## config.mk

```make
export PLATFORM = sky130hd
export DESIGN_NAME = pe_row_scheduler_flat
export DESIGN_NICKNAME = d
export VERILOG_FILES = /design/src/rtl/pe_row_scheduler_if.sv /design/src/rtl/pe_row_scheduler.sv /design/src/flat_wrapper.sv
export SDC_FILE = /design/constraint.sdc
export NUM_CORES = 1
export LEC_CHECK = 0
export ABC_AREA = 1
export CAP_MARGIN = 20
export CORE_ASPECT_RATIO = 1.2
export CORE_UTILIZATION = 50
export CTS_CLUSTER_SIZE = 16
export DETAILED_ROUTE_END_ITERATION = 16
export PLACE_DENSITY = 0.84
export SLEW_MARGIN = 40
export SYNTH_ARGS = -nofsm -noshare
export SYNTH_HDL_FRONTEND = slang
export SYNTH_SLANG_ARGS = --single-unit
```

## constraint.sdc

```tcl
create_clock -name clk -period 13.8 [get_ports clk]
set_input_delay 1.38 -clock clk [delete_from_list [all_inputs] [get_ports clk]]
set_output_delay 1.38 -clock clk [all_outputs]
set_load 0.005 [all_outputs]
```

## src/rtl/pe_row_scheduler_if.sv

```systemverilog
// PE-side row handshake: the scheduler issues a row with pe_start and the
// PE array answers with pe_ready / pe_done.
interface pe_row_scheduler_if #(
  parameter int DATA_W = 208,
  parameter int IDX_W  = 5
);
  logic              pe_start;
  logic [DATA_W-1:0] pe_data;
  logic [IDX_W-1:0]  pe_row_idx;
  logic              pe_ready;
  logic              pe_done;

  modport master (
    output pe_start,
    output pe_data,
    output pe_row_idx,
    input  pe_ready,
    input  pe_done
  );

  modport slave (
    input  pe_start,
    input  pe_data,
    input  pe_row_idx,
    output pe_ready,
    output pe_done
  );
endinterface

```

## src/rtl/pe_row_scheduler.sv

```systemverilog
// Buffers assembled camera rows in a small FIFO and issues them one at a time
// to the PE array, tracking row position within a frame and sticky errors.
module pe_row_scheduler #(
  parameter int DATA_W         = 208,
  parameter int DEPTH          = 4,
  parameter int ROWS_PER_FRAME = 24,
  parameter int TIMEOUT        = 1023
) (
  input  logic                     clk,
  input  logic                     rst_n,
  input  logic                     en,
  input  logic                     clr_err,
  input  logic                     din_vld,
  input  logic [DATA_W-1:0]        din,
  pe_row_scheduler_if.master       pe,
  output logic                     frame_start,
  output logic                     frame_done,
  output logic [$clog2(DEPTH):0]   fifo_level,
  output logic                     busy,
  output logic                     overflow,
  output logic                     timeout_err
);

  localparam int PW = $clog2(DEPTH);
  localparam int IW = $clog2(ROWS_PER_FRAME);
  localparam int TW = $clog2(TIMEOUT + 1);

  typedef enum logic [1:0] {IDLE, ISSUE, WAIT_DONE, FRAME_END} state_t;

  state_t            state_q, state_d;
  logic [DATA_W-1:0] mem_q [DEPTH];
  logic [PW-1:0]     wrPtr_q, wrPtr_d, rdPtr_q, rdPtr_d;
  logic [PW:0]       count_q, count_d;
  logic [IW-1:0]     rowCnt_q, rowCnt_d, rowIdx_q, rowIdx_d;
  logic [TW-1:0]     toCnt_q, toCnt_d;
  logic [DATA_W-1:0] peData_q, peData_d;
  logic              overflow_q, overflow_d, timeoutErr_q, timeoutErr_d;
  logic              full, empty, pop, push, drop, timeoutEvt;

  assign full  = (count_q == (PW+1)'(DEPTH));
  assign empty = (count_q == '0);
  // The head word is captured on entry to ISSUE, so the popped slot may be
  // overwritten by a same-cycle write into a full FIFO.
  assign pop   = (state_q == ISSUE);
  assign push  = din_vld && en && (!full || pop);
  assign drop  = din_vld && en && full && !pop;

  always_comb begin
    wrPtr_d = wrPtr_q;
    rdPtr_d = rdPtr_q;
    count_d = count_q;
    if (push) wrPtr_d = wrPtr_q + PW'(1);
    if (pop)  rdPtr_d = rdPtr_q + PW'(1);
    case ({push, pop})
      2'b10:   count_d = count_q + (PW+1)'(1);
      2'b01:   count_d = count_q - (PW+1)'(1);
      default: count_d = count_q;
    endcase
  end

  always_ff @(posedge clk) begin
    if (push) mem_q[wrPtr_q] <= din;
  end

  always_comb begin
    state_d    = state_q;
    rowCnt_d   = rowCnt_q;
    rowIdx_d   = rowIdx_q;
    peData_d   = peData_q;
    toCnt_d    = '0;
    timeoutEvt = 1'b0;
    case (state_q)
      IDLE: begin
        if (en && !empty && pe.pe_ready) begin
          state_d  = ISSUE;
          peData_d = mem_q[rdPtr_q];
          rowIdx_d = rowCnt_q;
        end
      end
      ISSUE: state_d = WAIT_DONE;
      WAIT_DONE: begin
        toCnt_d = toCnt_q + TW'(1);
        // A pe_done landing on the expiry cycle is a normal completion.
        if (pe.pe_done || (toCnt_d == TW'(TIMEOUT))) begin
          timeoutEvt = !pe.pe_done;
          toCnt_d    = '0;
          if (rowCnt_q == IW'(ROWS_PER_FRAME - 1)) begin
            state_d = FRAME_END;
          end else begin
            rowCnt_d = rowCnt_q + IW'(1);
            state_d  = IDLE;
          end
        end
      end
      FRAME_END: begin
        rowCnt_d = '0;
        state_d  = IDLE;
      end
      default: state_d = IDLE;
    endcase
  end

  assign overflow_d   = (overflow_q && !clr_err) || drop;
  assign timeoutErr_d = (timeoutErr_q && !clr_err) || timeoutEvt;

  always_ff @(posedge clk or negedge rst_n) begin
    if (!rst_n) begin
      state_q      <= IDLE;
      wrPtr_q      <= '0;
      rdPtr_q      <= '0;
      count_q      <= '0;
      rowCnt_q     <= '0;
      rowIdx_q     <= '0;
      toCnt_q      <= '0;
      peData_q     <= '0;
      overflow_q   <= 1'b0;
      timeoutErr_q <= 1'b0;
    end else begin
      state_q      <= state_d;
      wrPtr_q      <= wrPtr_d;
      rdPtr_q      <= rdPtr_d;
      count_q      <= count_d;
      rowCnt_q     <= rowCnt_d;
      rowIdx_q     <= rowIdx_d;
      toCnt_q      <= toCnt_d;
      peData_q     <= peData_d;
      overflow_q   <= overflow_d;
      timeoutErr_q <= timeoutErr_d;
    end
  end

  assign pe.pe_start   = (state_q == ISSUE);
  assign pe.pe_data    = peData_q;
  assign pe.pe_row_idx = rowIdx_q;
  assign frame_start   = (state_q == ISSUE) && (rowIdx_q == '0);
  assign frame_done    = (state_q == FRAME_END);
  assign fifo_level    = count_q;
  assign busy          = (state_q != IDLE);
  assign overflow      = overflow_q;
  assign timeout_err   = timeoutErr_q;

endmodule

```

## src/flat_wrapper.sv

```systemverilog
// flat-port wrapper written by rule: the top's interface ports become plain ports
module pe_row_scheduler_flat 
#(
  parameter int DATA_W         = 208,
  parameter int DEPTH          = 4,
  parameter int ROWS_PER_FRAME = 24,
  parameter int TIMEOUT        = 1023
)
  (clk, rst_n, en, clr_err, din_vld, din, frame_start, frame_done, fifo_level, busy, overflow, timeout_err, pe_pe_start, pe_pe_data, pe_pe_row_idx, pe_pe_ready, pe_pe_done);
  pe_row_scheduler_if #(.DATA_W(DATA_W), .IDX_W(($clog2((24))))) pe_i ();
  input  logic clk;
  input  logic rst_n;
  input  logic en;
  input  logic clr_err;
  input  logic din_vld;
  input  logic [DATA_W-1:0] din;
  output logic frame_start;
  output logic frame_done;
  output logic [$clog2(DEPTH):0] fifo_level;
  output logic busy;
  output logic overflow;
  output logic timeout_err;
  output wire logic [$bits(pe_i.pe_start)-1:0] pe_pe_start;
  output wire logic [$bits(pe_i.pe_data)-1:0] pe_pe_data;
  output wire logic [$bits(pe_i.pe_row_idx)-1:0] pe_pe_row_idx;
  input wire logic [$bits(pe_i.pe_ready)-1:0] pe_pe_ready;
  input wire logic [$bits(pe_i.pe_done)-1:0] pe_pe_done;
  assign pe_pe_start = pe_i.pe_start;
  assign pe_pe_data = pe_i.pe_data;
  assign pe_pe_row_idx = pe_i.pe_row_idx;
  assign pe_i.pe_ready = pe_pe_ready;
  assign pe_i.pe_done = pe_pe_done;
  pe_row_scheduler #(.DATA_W(DATA_W), .DEPTH(DEPTH), .ROWS_PER_FRAME(ROWS_PER_FRAME), .TIMEOUT(TIMEOUT)) u_core (.clk(clk), .rst_n(rst_n), .en(en), .clr_err(clr_err), .din_vld(din_vld), .din(din), .pe(pe_i), .frame_start(frame_start), .frame_done(frame_done), .fifo_level(fifo_level), .busy(busy), .overflow(overflow), .timeout_err(timeout_err));
endmodule
```

==> results of run 1 <==
==> power groups by stage <==
stage / Sequential (mW) / Clock, mW / Combinational [mW]
after global placement: 4.44 / 0 / 2.78
after CTS: 4.40 / 2.90 / 2.92
final: 4.40 / 2.87 / 2.92
after floorplan: 4.44 / 0 / 1.63
after global routing: 4.45 / 3.03 / 3.20
after detailed placement: 4.45 / 0 / 2.88
==> final cells by class <==
class	count	share of cell area
sequential	1071	0.634
timing repair buffer	467	0.0974
antenna	20	0.00102
clock inverter	56	0.0145
multi-input combinational	1808	0.166
clock buffer	128	0.0567
inverter	37	0.00325
tap	1035	0.0265
==> metrics by stage <==
stage | total power [mW] | instances | hold WS, ns | setup WS [ns]
2_1_floorplan | 6.06 | 3101 | 0.442 | 2.74
5_1_grt | 10.7 | 4622 | 0.493 | 9.62
3_5_place_dp | 7.33 | 4417 | 0.464 | 9.45
4_1_cts | 10.2 | 4601 | 0.481 | 9.91
6_report | 10.2 | 4622 | 0.478 | 9.87
3_3_place_gp | 7.22 | 4415 | 0.460 | 9.02
==> worst min-delay path by stage <==
stage	startpoint	endpoint	slack, ns	cells past startpoint
after CTS	u_core.pe.pe_data[201]$_DFFE_PN0P_	u_core.pe.pe_data[201]$_DFFE_PN0P_	0.48	2
after floorplan	u_core.rowCnt_q[4]$_DFFE_PN0P_	u_core.rowCnt_q[4]$_DFFE_PN0P_	0.44	2
after detailed placement	u_core.pe.pe_data[95]$_DFFE_PN0P_	u_core.pe.pe_data[95]$_DFFE_PN0P_	0.46	2
final	u_core.pe.pe_data[199]$_DFFE_PN0P_	u_core.pe.pe_data[199]$_DFFE_PN0P_	0.48	2
after global routing	u_core.pe.pe_data[192]$_DFFE_PN0P_	u_core.pe.pe_data[192]$_DFFE_PN0P_	0.49	2
after global placement	u_core.rowCnt_q[4]$_DFFE_PN0P_	u_core.rowCnt_q[4]$_DFFE_PN0P_	0.46	2
==> critical path, delay by kind of cell (launching register included) <==
family	cells	cell delay, ns
buffers and inverters	3	2.01
DFF	1	0.73
AOI/OAI and AO/OA	2	0.67
and+or+nand+nor	2	0.20
==> state kept, by name, summed over array words and instances (netlist names), 2 cells and up <==
register              flops
u_core.fifo_level         3
u_core.rowCnt_q           5
u_core.pe.pe_row_idx      5
u_core.wrPtr_q            2
u_core.toCnt_q           10
u_core.rdPtr_q            2
u_core.state_q            2
u_core.mem_q            832
u_core.pe.pe_data       208
==> logic make-up (layout without fill, tap and decap cells) <==
family | Yosys count | after routing | synth area share
AND/OR/NAND/NOR | 1151 | 1151 | 0.110
flip-flops | 1071 | 1071 | 0.773
AO/OA/AOI/OAI | 642 | 642 | 0.0872
buffers and inverters | 222 | 688 | 0.0251
adder cells (fa/ha/maj) | 9 | 9 | 0.00300
XOR/XNOR | 6 | 6 | 0.00150
other | 0 | 20 | 0
==> routing by layer <==
metal	GRT usage	part of all wire	up-vias
li1	-	-	11735
met1	0.300	0.39	12769
met3	0.0430	0.072	247
met4	0.119	0.045	22
met2	0.384	0.49	1193
met5	0	0.0016	-
==> layout by cell type (no fill, tap or decap), drive strengths merged <==
master         count
clkbuf           128
ha                 8
clkinv            34
diode             20
clkdlybuf4s50    435
fa                 1
dfrtp            239
bufinv            15
nand2            684
nor3               1
clkinvlp           4
nor2             447
o21ai            423
xor2               4
o22ai            210
o21a               1
nand4              2
o21bai             1
buf               32
edfxtp           832
inv               40
nand3             15
nor4               2
a21oi              7
xnor2              2
==> impl_metrics.tcl, run 1 <==
set metrics [dict create \
    multi_input_area_um2 8120 \
    grt_pass1_wl_mm 146 \
    netlist_top_cells_area "edfxtp_1 62%, dfrtp_1 15%, nand2_1 6.4%" \
    grt_pass1_vias 25776 \
    final_area_um2 48800 \
    wl_mm 96.2 \
    grt_max_degree 202 \
    slew_violations 0 \
    dieArea_um2 81200 \
    dr_total_vias 25966 \
    crit_path_cell_trace "inv_8 -> buf_6 -> buf_4 -> o21ai_0 -> o22ai_1 -> nand2_1 -> nand2_1" \
    swShare 0.320 \
    rsz0062_at_grt "no" \
    critPathCapture "u_core.pe.pe_data[35]$_DFFE_PN0P_" \
    p_seq_frac 0.432 \
    power.internal_mw 6.93 \
    coreArea_um2 79200 \
    start_kind "flip-flop" \
    synth_most_common_cell "edfxtp_1" \
    r2r_cells 7 \
    clk_pin_slew_ns 0.06 \
    syn_nets 3325 \
    synth_top_area_share 0.624 \
    cp.required_ns 14.39 \
    status "complete, no violations" \
    vias_per_cell 5.62 \
    worstMarginPinSlew_ns 0.847 \
    layout_min_cycle_time_ns 3.93 \
    drive_gt1_frac 0.0608 \
    syn_area_per_cell_um2 12.9 \
    wl_per_cell_um 20.8 \
    drtAntennaViolNets 0 \
    fin_skew_ns 0.0286 \
    ctsResizeCount 0 \
    htreeDepth 3 \
    cts_setup_buffers 0 \
    io_pins 437 \
    fp-row-count 113 \
    slew_headroom 0.435 \
    max_cap_viol_count 0 \
    endpoint_kind "flip-flop" \
    synth_edf_count 832 \
    setup.worst_path.start "u_core.rdPtr_q[0]$_DFFE_PN0N_" \
    final_util 0.617 \
    place.gp.congestion 0.810 \
    hpwl_mm 53.9 \
    cts_tree "yes" \
    syn_inst 3101 \
    n_fill_cell 5635 \
    peakVddDrop_v 0.000129 \
    netlist_area_um2 40100 \
    leakagePower_nw 17.9 \
    synth-main-ff-cell "edfxtp_1" \
    tns_ns 0 \
    clock_latency_ns 0.66 \
    r2r_start "u_core.rdPtr_q[0]$_DFFE_PN0N_" \
    seq_area_frac_synth 0.773 \
    fmax_mhz 255 \
    clockRootBuffer "clkbuf_16" \
    grt_overflow 0 \
    worst-setup-path-type "reg -> reg" \
    die_h_um 312 \
    drcViolationCount 0 \
    dr.pass1.iters 6 \
    synth_cell_type_count 34 \
    seq_area_um2 31000 \
    ys_async_sr_fraction 0.223 \
    combPwrFrac 0.286 \
    clock_path_buffers 3 \
    cts_made_buffers 97 \
    worstPathArrival_ns 4.51 \
    fin_nets 3706 \
    die_x_um 260 \
    timing.reg2reg.setup_slack_ns 9.87 \
    switchingPower_mw 3.26 \
    setup_viol_count_final 0 \
    crit_fanout 119 \
    yosys_warnings 0 \
    grt_antenna_before_repair 31 \
    hp-class "reg -> reg" \
    ys_top_cells_by_count "832 x edfxtp_1, 679 x nand2_1, 445 x nor2_1, 415 x o21ai_0, 239 x dfrtp_1" \
    initial_core_util 0.506 \
    drt-initial-drc-count 2703 \
    yosys.area.top_type "edfxtp_1" \
    io_buffer_count 436 \
    grt_usage 0.235 \
    synthToLayoutAreaGrowth_pct 21.9 \
    pwr-share-clk 0.282 \
    synth_seq_cells 1071 \
    crit_top_cell "nand2_1" \
    hold_violations 0 \
    max_stage_delay_ns 0.78 \
    powerDensity_nw_per_um2 209 \
    place_area_um2 45300 \
    cts_hold_buffers 0 \
    r2r-end "u_core.pe.pe_data[35]$_DFFE_PN0P_" \
    cp_slowest_cell "buf_4" \
    cts.sinks 1071 \
    min_period_over_period 0.284 \
]
No activity file was read; power rests on OpenSTA's default activity.
==> run 2: changes to the inputs <==
--- a/config.mk
+++ b/config.mk
@@ -11,7 +11,7 @@
 export CORE_UTILIZATION = 50
 export CTS_CLUSTER_SIZE = 16
 export DETAILED_ROUTE_END_ITERATION = 16
-export PLACE_DENSITY = 0.84
+export PLACE_DENSITY = 0.87
 export SLEW_MARGIN = 40
 export SYNTH_ARGS = -nofsm -noshare
 export SYNTH_HDL_FRONTEND = slang
==> constraint.sdc (replaced) <==
create_clock -name clk -period 3.6 [get_ports clk]
set_input_delay 0.36 -clock clk [delete_from_list [all_inputs] [get_ports clk]]
set_output_delay 0.36 -clock clk [all_outputs]
set_load 0.005 [all_outputs]
==> impl_metrics.tcl, run 2 (synthesis gave the netlist of run 1 again) <==
set metrics [dict create \
    worstPathArrival_ns 2.12 \
    cts_hold_buffers 1 \
    n_fill_cell 5516 \
    cts_tree "yes" \
    place_area_um2 45700 \
    peakVddDrop_v 0.000707 \
    endpoint_kind "output pin" \
    htreeDepth 3 \
    placedCellCount 4450 \
    crit_fanout 7 \
    drcViolationCount 0 \
    fin_skew_ns 0.0350 \
    grt_pass1_wl_mm 150 \
    coreArea_um2 79200 \
    clockRootBuffer "clkbuf_16" \
    die_h_um 312 \
    fp-row-count 113 \
    wl_mm 98.1 \
    setup_viol_count_final 0 \
    final_common_cell "edfxtp_1" \
    min_period_over_period 0.688 \
    clk_pin_slew_ns 0.07 \
    die_x_um 260 \
    top_register "u_core.mem_q" \
    rsz0062_at_grt "no" \
    worst-setup-path-type "reg -> out" \
    io_buffer_count 436 \
    fin_nets 3742 \
    wl_per_cell_um 21.1 \
    grt_max_degree 191 \
    start_kind "flip-flop" \
    io_pins 437 \
    final_area_um2 49300 \
    leakagePower_nw 18.1 \
    dieArea_um2 81200 \
    grt_overflow 0 \
    drt-initial-drc-count 2711 \
    largest_reg_flops 832 \
    cts_setup_buffers 0 \
    grt_pass1_vias 26872 \
    grt_antenna_before_repair 17 \
    dr_total_vias 26355 \
    initial_core_util 0.506 \
    holdWs_ns 0.201 \
    clock_path_buffers 3 \
    drtAntennaViolNets 0 \
    drive_gt1_frac 0.0696 \
    cts.sinks 1071 \
    clock_latency_ns 0.66 \
    slew_headroom 0.452 \
    hold_violations 0 \
    layout_min_cycle_time_ns 2.48 \
    vias_per_cell 5.66 \
    cts_made_buffers 99 \
    ctsResizeCount 0 \
    status "complete, no violations" \
    dr.pass1.iters 5 \
    place.gp.congestion 0.795 \
    slew_violations 0 \
    hpwl_mm 56.5 \
    synthToLayoutAreaGrowth_pct 23.1 \
    cp.required_ns 3.24 \
    grt_usage 0.240 \
    worstMarginPinSlew_ns 0.823 \
    powerDensity_nw_per_um2 800 \
    hp-class "in -> async" \
    stdcell_count 4653 \
    final_cell_mix "832 x edfxtp_1, 679 x nand2_1, 440 x nor2_1, 435 x clkdlybuf4s50_1, 415 x o21ai_0" \
    fmax_mhz 404 \
    max_cap_viol_count 0 \
]
[run 2: cell types whose count changed in the layout (fill, tap and decap cells not counted), moves of 2 or more]
cell and change:
clkinv_1 -2, clkbuf_1 +6, inv_6 +2, buf_4 +25
clkinv_4 +3, buf_12 +20, buf_6 -12, diode_2 -6
clkinv_8 +2, clkbuf_8 -4
[run 2: layout make-up]
type	count	area [um^2]	share of cell area
multi-input cells	1808	8140	0.165
flip-flops and latches	1071	31000	0.628
inverters	37	161	0.00327
repair buffers	501	5220	0.106
clock buffers	129	2710	0.0550
well taps	1035	1290	0.0263
diodes	14	35.0	0.000711
clock inverters	58	751	0.0152
[run 2: path summary, 6_finish.rpt]
path | cells after the start | to | slack [ns] | from
min in group clk | 1 | u_core.mem_q[3][87]$_DFFE_PP_ | 0.32 | din[87]
min reg2reg | 2 | u_core.pe.pe_data[24]$_DFFE_PN0P_ | 0.48 | u_core.pe.pe_data[24]$_DFFE_PN0P_
max in group asynchronous | 4 | u_core.pe.pe_data[5]$_DFFE_PN0P_ | 2.40 | rst_n
max | 5 | frame_start | 1.12 | u_core.state_q[0]$_DFFE_PN0P_
max reg2reg | 8 | u_core.mem_q[2][132]$_DFFE_PP_ | 1.19 | u_core.state_q[0]$_DFFE_PN0P_
min | 2 | u_core.pe.pe_data[121]$_DFFE_PN0P_ | 0.20 | rst_n
[run 2: stage by stage]
step | setup slack, ns | util | power [mW] | TNS, ns
floorplan | -0.886 | - | 23.0 | -721.89
global placement | 1.07 | 0.577 | 28.0 | 0
detailed placement | 1.07 | 0.578 | 28.5 | 0
CTS | 1.09 | 0.622 | 39.6 | 0
global route | 1.01 | 0.622 | 41.3 | 0
finish | 1.12 | 0.622 | 39.4 | 0
[run 2: layer usage]
metal,wire length [um],vias to the layer above,global-route usage,share of wire
met1,36300,12961,0.292,0.37
met5,56,-,0,0.00057
met2,49500,1311,0.404,0.50
li1,-,11814,-,-
met3,7700,261,0.0458,0.079
met4,4570,8,0.128,0.047
[run 2: power by group]
group / leakage [nW] / internal, mW / switching, mW / total, mW
registers: 10.5 / 15.6 / 1.11 / 16.7
logic: 5.85 / 4.76 / 7.02 / 11.8
clock network: 1.69 / 6.38 / 4.60 / 11.0
[run 2: worst max-delay path, cell delays in order (launching register included)]
cell	delay (ns)
dfrtp_1	0.39
inv_1	0.08
nor2_4	0.19
nand2_1	0.09
nor4_1	0.17
clkdlybuf4s50_1	0.54
